==> src/rtl/psum_wb_collector_if.sv <==
// Writeback bus between a PE group and the psum collector, plus the collector's
// output-buffer write port. master = PE-group/buffer side, slave = collector.
interface psum_wb_collector_if #(
  parameter int ADDR_W = 10
);
  logic               wb_en;
  logic signed [18:0] groupsum_in1;
  logic signed [18:0] groupsum_in2;
  logic               mem_wr_en;
  logic [ADDR_W-1:0]  mem_wr_addr;
  logic [15:0]        mem_wr_data;

  modport master (
    output wb_en, groupsum_in1, groupsum_in2,
    input  mem_wr_en, mem_wr_addr, mem_wr_data
  );

  modport slave (
    input  wb_en, groupsum_in1, groupsum_in2,
    output mem_wr_en, mem_wr_addr, mem_wr_data
  );
endinterface

==> src/rtl/psum_wb_collector.sv <==
// Accumulates PE-group writeback beats per output pixel, requantises to int8 and
// writes a tile of outputs. Optional macro PSUM_RELU_EN clamps outputs to [0,127].
module psum_wb_collector #(
  parameter int ACC_W  = 24,
  parameter int ADDR_W = 10,
  parameter int SHIFT  = 7
) (
  input  logic                clk,
  input  logic                rst,
  psum_wb_collector_if.slave  bus,
  input  logic [3:0]          layer_i,
  input  logic                start_i,
  input  logic [7:0]          acc_len_i,
  input  logic [ADDR_W-1:0]   out_count_i,
  output logic                busy_o,
  output logic                done_o,
  output logic                overrun_o
);

  localparam logic [3:0] LAYER1 = 4'd1;
  localparam logic [3:0] LAYER5 = 4'd5;
  localparam logic signed [ACC_W:0] RND  = (ACC_W+1)'(1) << (SHIFT-1);
  localparam logic signed [ACC_W:0] QMAX = (ACC_W+1)'(127);
  localparam logic signed [ACC_W:0] QMIN = (ACC_W+1)'(-128);

  typedef enum logic [1:0] {
    ST_IDLE,
    ST_ACCUM,
    ST_WRITE,
    ST_DONE
  } state_t;

  state_t                   state_q;
  logic signed [ACC_W-1:0]  acc1_q, acc2_q;
  logic [7:0]               beat_cnt_q;
  logic [7:0]               len_q;
  logic [3:0]               layer_q;
  logic [ADDR_W-1:0]        cnt_q;
  logic [ADDR_W-1:0]        addr_q;
  logic                     wr_en_q;
  logic [15:0]              wr_data_q;
  logic                     busy_q, done_q, overrun_q;

  logic                     lane_ok, dual, beat_v, full, last;
  logic signed [ACC_W-1:0]  beat1, beat2, sum1_d, sum2_d;
  logic [8:0]               cnt_d;
  logic [15:0]              wr_data_d;

  // Round half up, then saturate to int8 (or to [0,127] with ReLU).
  function automatic logic [7:0] requant(input logic signed [ACC_W-1:0] x);
    logic signed [ACC_W:0] xe;
    logic signed [ACC_W:0] r;
    logic [7:0]            q;
    xe = {x[ACC_W-1], x};
    r  = (xe + RND) >>> SHIFT;
    if (r > QMAX)      q = 8'h7F;
    else if (r < QMIN) q = 8'h80;
    else               q = r[7:0];
`ifdef PSUM_RELU_EN
    if (r < 0) q = 8'h00;
`endif
    return q;
  endfunction

  always_comb begin
    lane_ok = (layer_q == LAYER1) || (layer_q == LAYER5);
    dual    = (layer_q == LAYER5);
    beat_v  = bus.wb_en && lane_ok;
    beat1   = {{(ACC_W-19){bus.groupsum_in1[18]}}, bus.groupsum_in1};
    beat2   = dual ? {{(ACC_W-19){bus.groupsum_in2[18]}}, bus.groupsum_in2} : '0;
    // A beat taken in the WRITE cycle starts the next output from zero.
    if (state_q == ST_WRITE) begin
      sum1_d = beat1;
      sum2_d = beat2;
      cnt_d  = 9'd1;
    end else begin
      sum1_d = acc1_q + beat1;
      sum2_d = acc2_q + beat2;
      cnt_d  = {1'b0, beat_cnt_q} + 9'd1;
    end
    full      = (cnt_d == {1'b0, len_q});
    last      = (addr_q == cnt_q - ADDR_W'(1));
    wr_data_d = {dual ? requant(sum2_d) : 8'h00, requant(sum1_d)};
  end

  always_ff @(posedge clk) begin
    if (!rst) begin
      state_q    <= ST_IDLE;
      acc1_q     <= '0;
      acc2_q     <= '0;
      beat_cnt_q <= '0;
      len_q      <= '0;
      layer_q    <= '0;
      cnt_q      <= '0;
      addr_q     <= '0;
      wr_en_q    <= 1'b0;
      wr_data_q  <= '0;
      busy_q     <= 1'b0;
      done_q     <= 1'b0;
      overrun_q  <= 1'b0;
    end else begin
      wr_en_q <= 1'b0;
      done_q  <= 1'b0;
      case (state_q)
        ST_IDLE: begin
          if (start_i) begin
            layer_q    <= layer_i;
            len_q      <= (acc_len_i == 8'd0) ? 8'd1 : acc_len_i;
            cnt_q      <= out_count_i;
            acc1_q     <= '0;
            acc2_q     <= '0;
            beat_cnt_q <= '0;
            addr_q     <= '0;
            overrun_q  <= 1'b0;
            if (out_count_i == '0) begin
              state_q <= ST_DONE;
              done_q  <= 1'b1;
            end else begin
              state_q <= ST_ACCUM;
              busy_q  <= 1'b1;
            end
          end else if (bus.wb_en) begin
            overrun_q <= 1'b1;
          end
        end

        ST_ACCUM: begin
          if (beat_v) begin
            acc1_q     <= sum1_d;
            acc2_q     <= sum2_d;
            beat_cnt_q <= cnt_d[7:0];
            if (full) begin
              state_q   <= ST_WRITE;
              wr_en_q   <= 1'b1;
              wr_data_q <= wr_data_d;
            end
          end
        end

        ST_WRITE: begin
          if (!last) addr_q <= addr_q + ADDR_W'(1);
          if (beat_v) begin
            acc1_q     <= sum1_d;
            acc2_q     <= sum2_d;
            beat_cnt_q <= 8'd1;
          end else begin
            acc1_q     <= '0;
            acc2_q     <= '0;
            beat_cnt_q <= '0;
          end
          if (last) begin
            state_q <= ST_DONE;
            busy_q  <= 1'b0;
            done_q  <= 1'b1;
          end else if (beat_v && full) begin
            wr_en_q   <= 1'b1;
            wr_data_q <= wr_data_d;
          end else begin
            state_q <= ST_ACCUM;
          end
        end

        ST_DONE: begin
          state_q <= ST_IDLE;
          if (bus.wb_en) overrun_q <= 1'b1;
        end

        default: state_q <= ST_IDLE;
      endcase
    end
  end

  assign bus.mem_wr_en   = wr_en_q;
  assign bus.mem_wr_addr = addr_q;
  assign bus.mem_wr_data = wr_data_q;
  assign busy_o          = busy_q;
  assign done_o          = done_q;
  assign overrun_o       = overrun_q;

endmodule

==> src/flat_wrapper.sv <==
// flat-port wrapper written by rule: the top's interface ports become plain ports
module psum_wb_collector_flat 
#(
  parameter int ACC_W  = 24,
  parameter int ADDR_W = 10,
  parameter int SHIFT  = 7
)
  (clk, rst, layer_i, start_i, acc_len_i, out_count_i, busy_o, done_o, overrun_o, bus_wb_en, bus_groupsum_in1, bus_groupsum_in2, bus_mem_wr_en, bus_mem_wr_addr, bus_mem_wr_data);
  psum_wb_collector_if #(.ADDR_W(ADDR_W)) bus_i ();
  input  logic clk;
  input  logic rst;
  input  logic [3:0] layer_i;
  input  logic start_i;
  input  logic [7:0] acc_len_i;
  input  logic [ADDR_W-1:0] out_count_i;
  output logic busy_o;
  output logic done_o;
  output logic overrun_o;
  input wire logic [$bits(bus_i.wb_en)-1:0] bus_wb_en;
  input wire logic [$bits(bus_i.groupsum_in1)-1:0] bus_groupsum_in1;
  input wire logic [$bits(bus_i.groupsum_in2)-1:0] bus_groupsum_in2;
  output wire logic [$bits(bus_i.mem_wr_en)-1:0] bus_mem_wr_en;
  output wire logic [$bits(bus_i.mem_wr_addr)-1:0] bus_mem_wr_addr;
  output wire logic [$bits(bus_i.mem_wr_data)-1:0] bus_mem_wr_data;
  assign bus_i.wb_en = bus_wb_en;
  assign bus_i.groupsum_in1 = bus_groupsum_in1;
  assign bus_i.groupsum_in2 = bus_groupsum_in2;
  assign bus_mem_wr_en = bus_i.mem_wr_en;
  assign bus_mem_wr_addr = bus_i.mem_wr_addr;
  assign bus_mem_wr_data = bus_i.mem_wr_data;
  psum_wb_collector #(.ACC_W(ACC_W), .ADDR_W(ADDR_W), .SHIFT(SHIFT)) u_core (.clk(clk), .rst(rst), .bus(bus_i), .layer_i(layer_i), .start_i(start_i), .acc_len_i(acc_len_i), .out_count_i(out_count_i), .busy_o(busy_o), .done_o(done_o), .overrun_o(overrun_o));
endmodule
==> config.mk <==
export PLATFORM = sky130hd
export DESIGN_NAME = psum_wb_collector_flat
export DESIGN_NICKNAME = d
export VERILOG_FILES = /design/src/rtl/psum_wb_collector_if.sv /design/src/rtl/psum_wb_collector.sv /design/src/flat_wrapper.sv
export SDC_FILE = /design/constraint.sdc
export NUM_CORES = 1
export LEC_CHECK = 0
export ABC_CLOCK_PERIOD_IN_PS = 17300
export CELL_PAD_IN_SITES_DETAIL_PLACEMENT = 0
export CELL_PAD_IN_SITES_GLOBAL_PLACEMENT = 2
export CORE_UTILIZATION = 30
export CTS_BUF_LIST = sky130_fd_sc_hd__clkbuf_8
export DETAILED_ROUTE_END_ITERATION = 7
export PLACE_DENSITY = 0.75
export REMOVE_ABC_BUFFERS = 1
export SETUP_SLACK_MARGIN = 0.1
export SYNTH_ARGS = -nofsm -noshare
export SYNTH_HDL_FRONTEND = slang
export SYNTH_SLANG_ARGS = --single-unit
==> constraint.sdc <==
create_clock -name clk -period 17.3 [get_ports clk]
set_input_delay 3.46 -clock clk [delete_from_list [all_inputs] [get_ports clk]]
set_output_delay 3.46 -clock clk [all_outputs]
set_load 0.1 [all_outputs]
==> impl_results.md <==
- Drc violations: 0
- CP Class: primary input to flop
- CTS tree: built
- Routed WL per cell: 17.8 um
- GP Congestion: 0.877
- Clk sink count: 110
- Total negative slack: 0 ns
- Crit path max fanout: 6
- Skew-Pair Late Insertion Delay: 0.40 ns
- Worst r2r path cells: 21
- Area Overhead vs Synth: 13.7%
- Die Width: 187 um
- Routed Antenna Nets: 0
- CP endpoint kind: flop
- Slew HR: 28.6%
- Overall power: 0.000993 W
- Row cnt: 67
- I/O pins: 94
- Peak Freq: 0.125 GHz
- Setup crit end: u_core.bus.mem_wr_data[1]
- Pwr/cell area: 84.8 nW/um^2
- Worst path bufs/invs: 2
- RSZ-0062 raised after global routing: no
- Worst Slack Setup Final: 9.28 ns
- Via count: 10154
- Final core area utilization: 34.8%
- Lkg Pwr: 4.19 nW
- Maximum vdd drop: 0.000140 V
- Share of layout cells above drive strength 1: 6.03%
- Initial antenna violation count: 1
- Pre-antenna DRT Iters: 5
- GR Util All Layers: 18.8%
- Final net count: 1512
- Simple-gate share of the synthesized area: 26.1%
- Die Ht: 187 um
- Top post-synthesis cells by area: dfxtp_1, nand2_1, ha_1
- FF-to-FF Start: u_core.layer_q[1]
- Setup WS pre-CTS: 8.87 ns
- Final min period: 8.02 ns
- Top Family by Delay on Critical Path: compound AO/OA/AOI/OAI gates
- Worst-path cell chain: clkdlybuf4s50_1 > ha_1 > inv_1 > fa_1 > nor2b_1 > o21a_1 > o21ai_1 > and3b_1 > o31ai_1 > nand4_1 > a2111oi_1 > and4bb_2 > mux2i_1 > nor4_1 > o221ai_1 > o21a_1 > a221o_1
- Initial drt markers: 684
- CP startpoint: bus_groupsum_in1[0]
- Max Slew Vio Count: 0
- XOR/XNOR Fraction of Synth Area: 7.64%
- Fill cell count: 3578
- Aggregate routed wire length: 33000 um
- Overflow after GRT: 0
- Post-synth EDFFs: 0
- Crit-path most repeated cell: o21a_1
- Setup Viol. Count Final: 0
- Startpoint types: primary input
- Max-cap viol count: 0
- Most frequent cell after synthesis: nand2_1
- R2R setup slack: 11.62 ns
- Via-to-Cell Ratio: 5.46
- Worst Skew: 0.0252 ns
- Syn. warnings: 0
- Area leader, netlist: dfxtp_1
- Clock transition at path regs: 0.12 ns
- Most frequent cells after synthesis: nand2_1, dfxtp_1, nor2_1
- Hpwl dp: 24700 um
- Vias in the first global route: 9681
- Hold Path Origin: u_core.len_q[5]
- Status: complete, no violations
- Post-Synthesis Cells: 1372
- Worst Tran Pin Value: 1.07 ns
- Clock Path Buffers: 2
- Die area: 35100 um^2
- Clock buffer count from CTS: 9
- Pin count of the biggest net entering global routing: 74
- Slowest cell on crit path: a2111oi_1
- CTS resizes: 0
- Ys flop type: dfxtp_1
- CTS root buf: clkbuf_8
- Clock H-tree levels: 3
- Final worst-path cycle share: 46.4%
- Synth cell types: 106
- Syn_area_per_cell: 7.50 um^2
- Area of the core: 33600 um^2
- Hold buffers post-CTS: 0
- Worst hold path depth: 2
- Post-CTS setup buffers: 0
- Largest family of logic cells by synthesized area: compound AO/OA/AOI/OAI gates
- Adder-cell area share of the yosys netlist: 5.58%
- Starting density of the core: 30.6%
- Register area share after synthesis: 21.4%
- Endpoints failing hold: 0
- Hold Slack: 0.474 ns
- Async S/R FF share, synth: 0%
- Worst Path Arrival: 8.31 ns
- Top-area cell type share of the netlist area: 21.4%
- Mux contribution to synthesized area: 1.60%
- Cell Area, Synth: 10300 um^2
- First-pass GRT wire length: 53400 um
- PortBufs: 93
- Yosys reg bits: 110
- Required time of the critical path: 17.59 ns
- Synth Area in Compound Gates: 32.3%
- CP max stage delay: 0.86 ns
- Hold WC Path Type: flop to flop
- Reg-to-reg critical path endpoint: u_core.bus.mem_wr_data[13]
- Stages on worst setup path: 17
[stage by stage]
stage               cells  instance area [um^2]
floorplan            1288                  9920
global placement     1842                 11500
detailed placement   1842                 11500
CTS                  1858                 11700
global route         1859                 11700
finish               1859                 11700
[report_power, final]
part | switching, W | leakage, nW | internal [W]
clock | 0.000104 | 0.0935 | 0.0000548
combinational | 0.000361 | 3.20 | 0.000167
sequential | 0.0000257 | 0.892 | 0.000280
[registers in the layout, indices dropped and copies added, names as in the netlist]
signal,cells
u_core.acc1_q,24
u_core.acc2_q,24
u_core.bus.mem_wr_data,16
u_core.bus.mem_wr_addr,10
u_core.cnt_q,10
u_core.beat_cnt_q,8
u_core.len_q,8
u_core.layer_q,4
u_core.state_q,2
u_core.bus.mem_wr_en,1
u_core.busy_o,1
u_core.done_o,1
u_core.overrun_o,1
[cells in the final DEF, fill, tap and decap left out, types with 30 or more instances in the layout]
master	n
clkdlybuf4s50_1	92
xor2_1	35
nor3_1	33
nor2b_1	60
a22oi_1	35
a21oi_1	79
ha_1	40
dfxtp_1	110
xnor2_1	53
a21boi_0	30
nor2_1	93
inv_1	47
o21ai_0	72
nand3_1	34
nand2_1	166
[kinds of logic (layout without fill, tap and decap cells)]
kind of cell,Yosys count,count (layout)
simple gates,524,524
compound gates,457,457
buf+inv,131,169
flops,110,110
xor+xnor,89,89
fa+ha+maj,45,45
mux,16,16
other cells,0,1
[routing by layer]
| metal | global-route usage [%] | wire (um) | vias to the layer above |
|---|---|---|---|
| li1 | - | - | 5123 |
| met1 | 25.4 | 16100 | 4833 |
| met2 | 32.1 | 15700 | 180 |
| met3 | 1.76 | 1020 | 18 |
| met4 | 4.04 | 286 | 0 |
| met5 | 0 | 0 | - |
[how the worst min path moves through the flow]
stage                                 end  slack [ns]
6_report                  u_core.len_q[5]        0.47
2_1_floorplan             u_core.len_q[5]        0.44
3_3_place_gp              u_core.len_q[5]        0.45
3_5_place_dp              u_core.len_q[5]        0.46
5_1_grt        u_core.bus.mem_wr_data[14]        0.52
4_1_cts                   u_core.len_q[5]        0.48
[final cells by class]
class / instances / area (um^2) / area share, %
flip-flops and latches: 110 / 2200 / 18.8
repair buffers: 106 / 1020 / 8.74
diodes: 1 / 2.50 / 0.0214
clock inverters: 7 / 57.6 / 0.492
inverters: 47 / 176 / 1.51
well taps: 448 / 561 / 4.79
multi-input cells: 1131 / 7560 / 64.6
clock buffers: 9 / 124 / 1.06
[tightest hold or removal path, stage by stage (launching register included)]
cell	delay, ns
dfxtp_1	0.33
nand2_1	0.05
a21boi_0	0.06
Power figures use the tool's default switching activity.
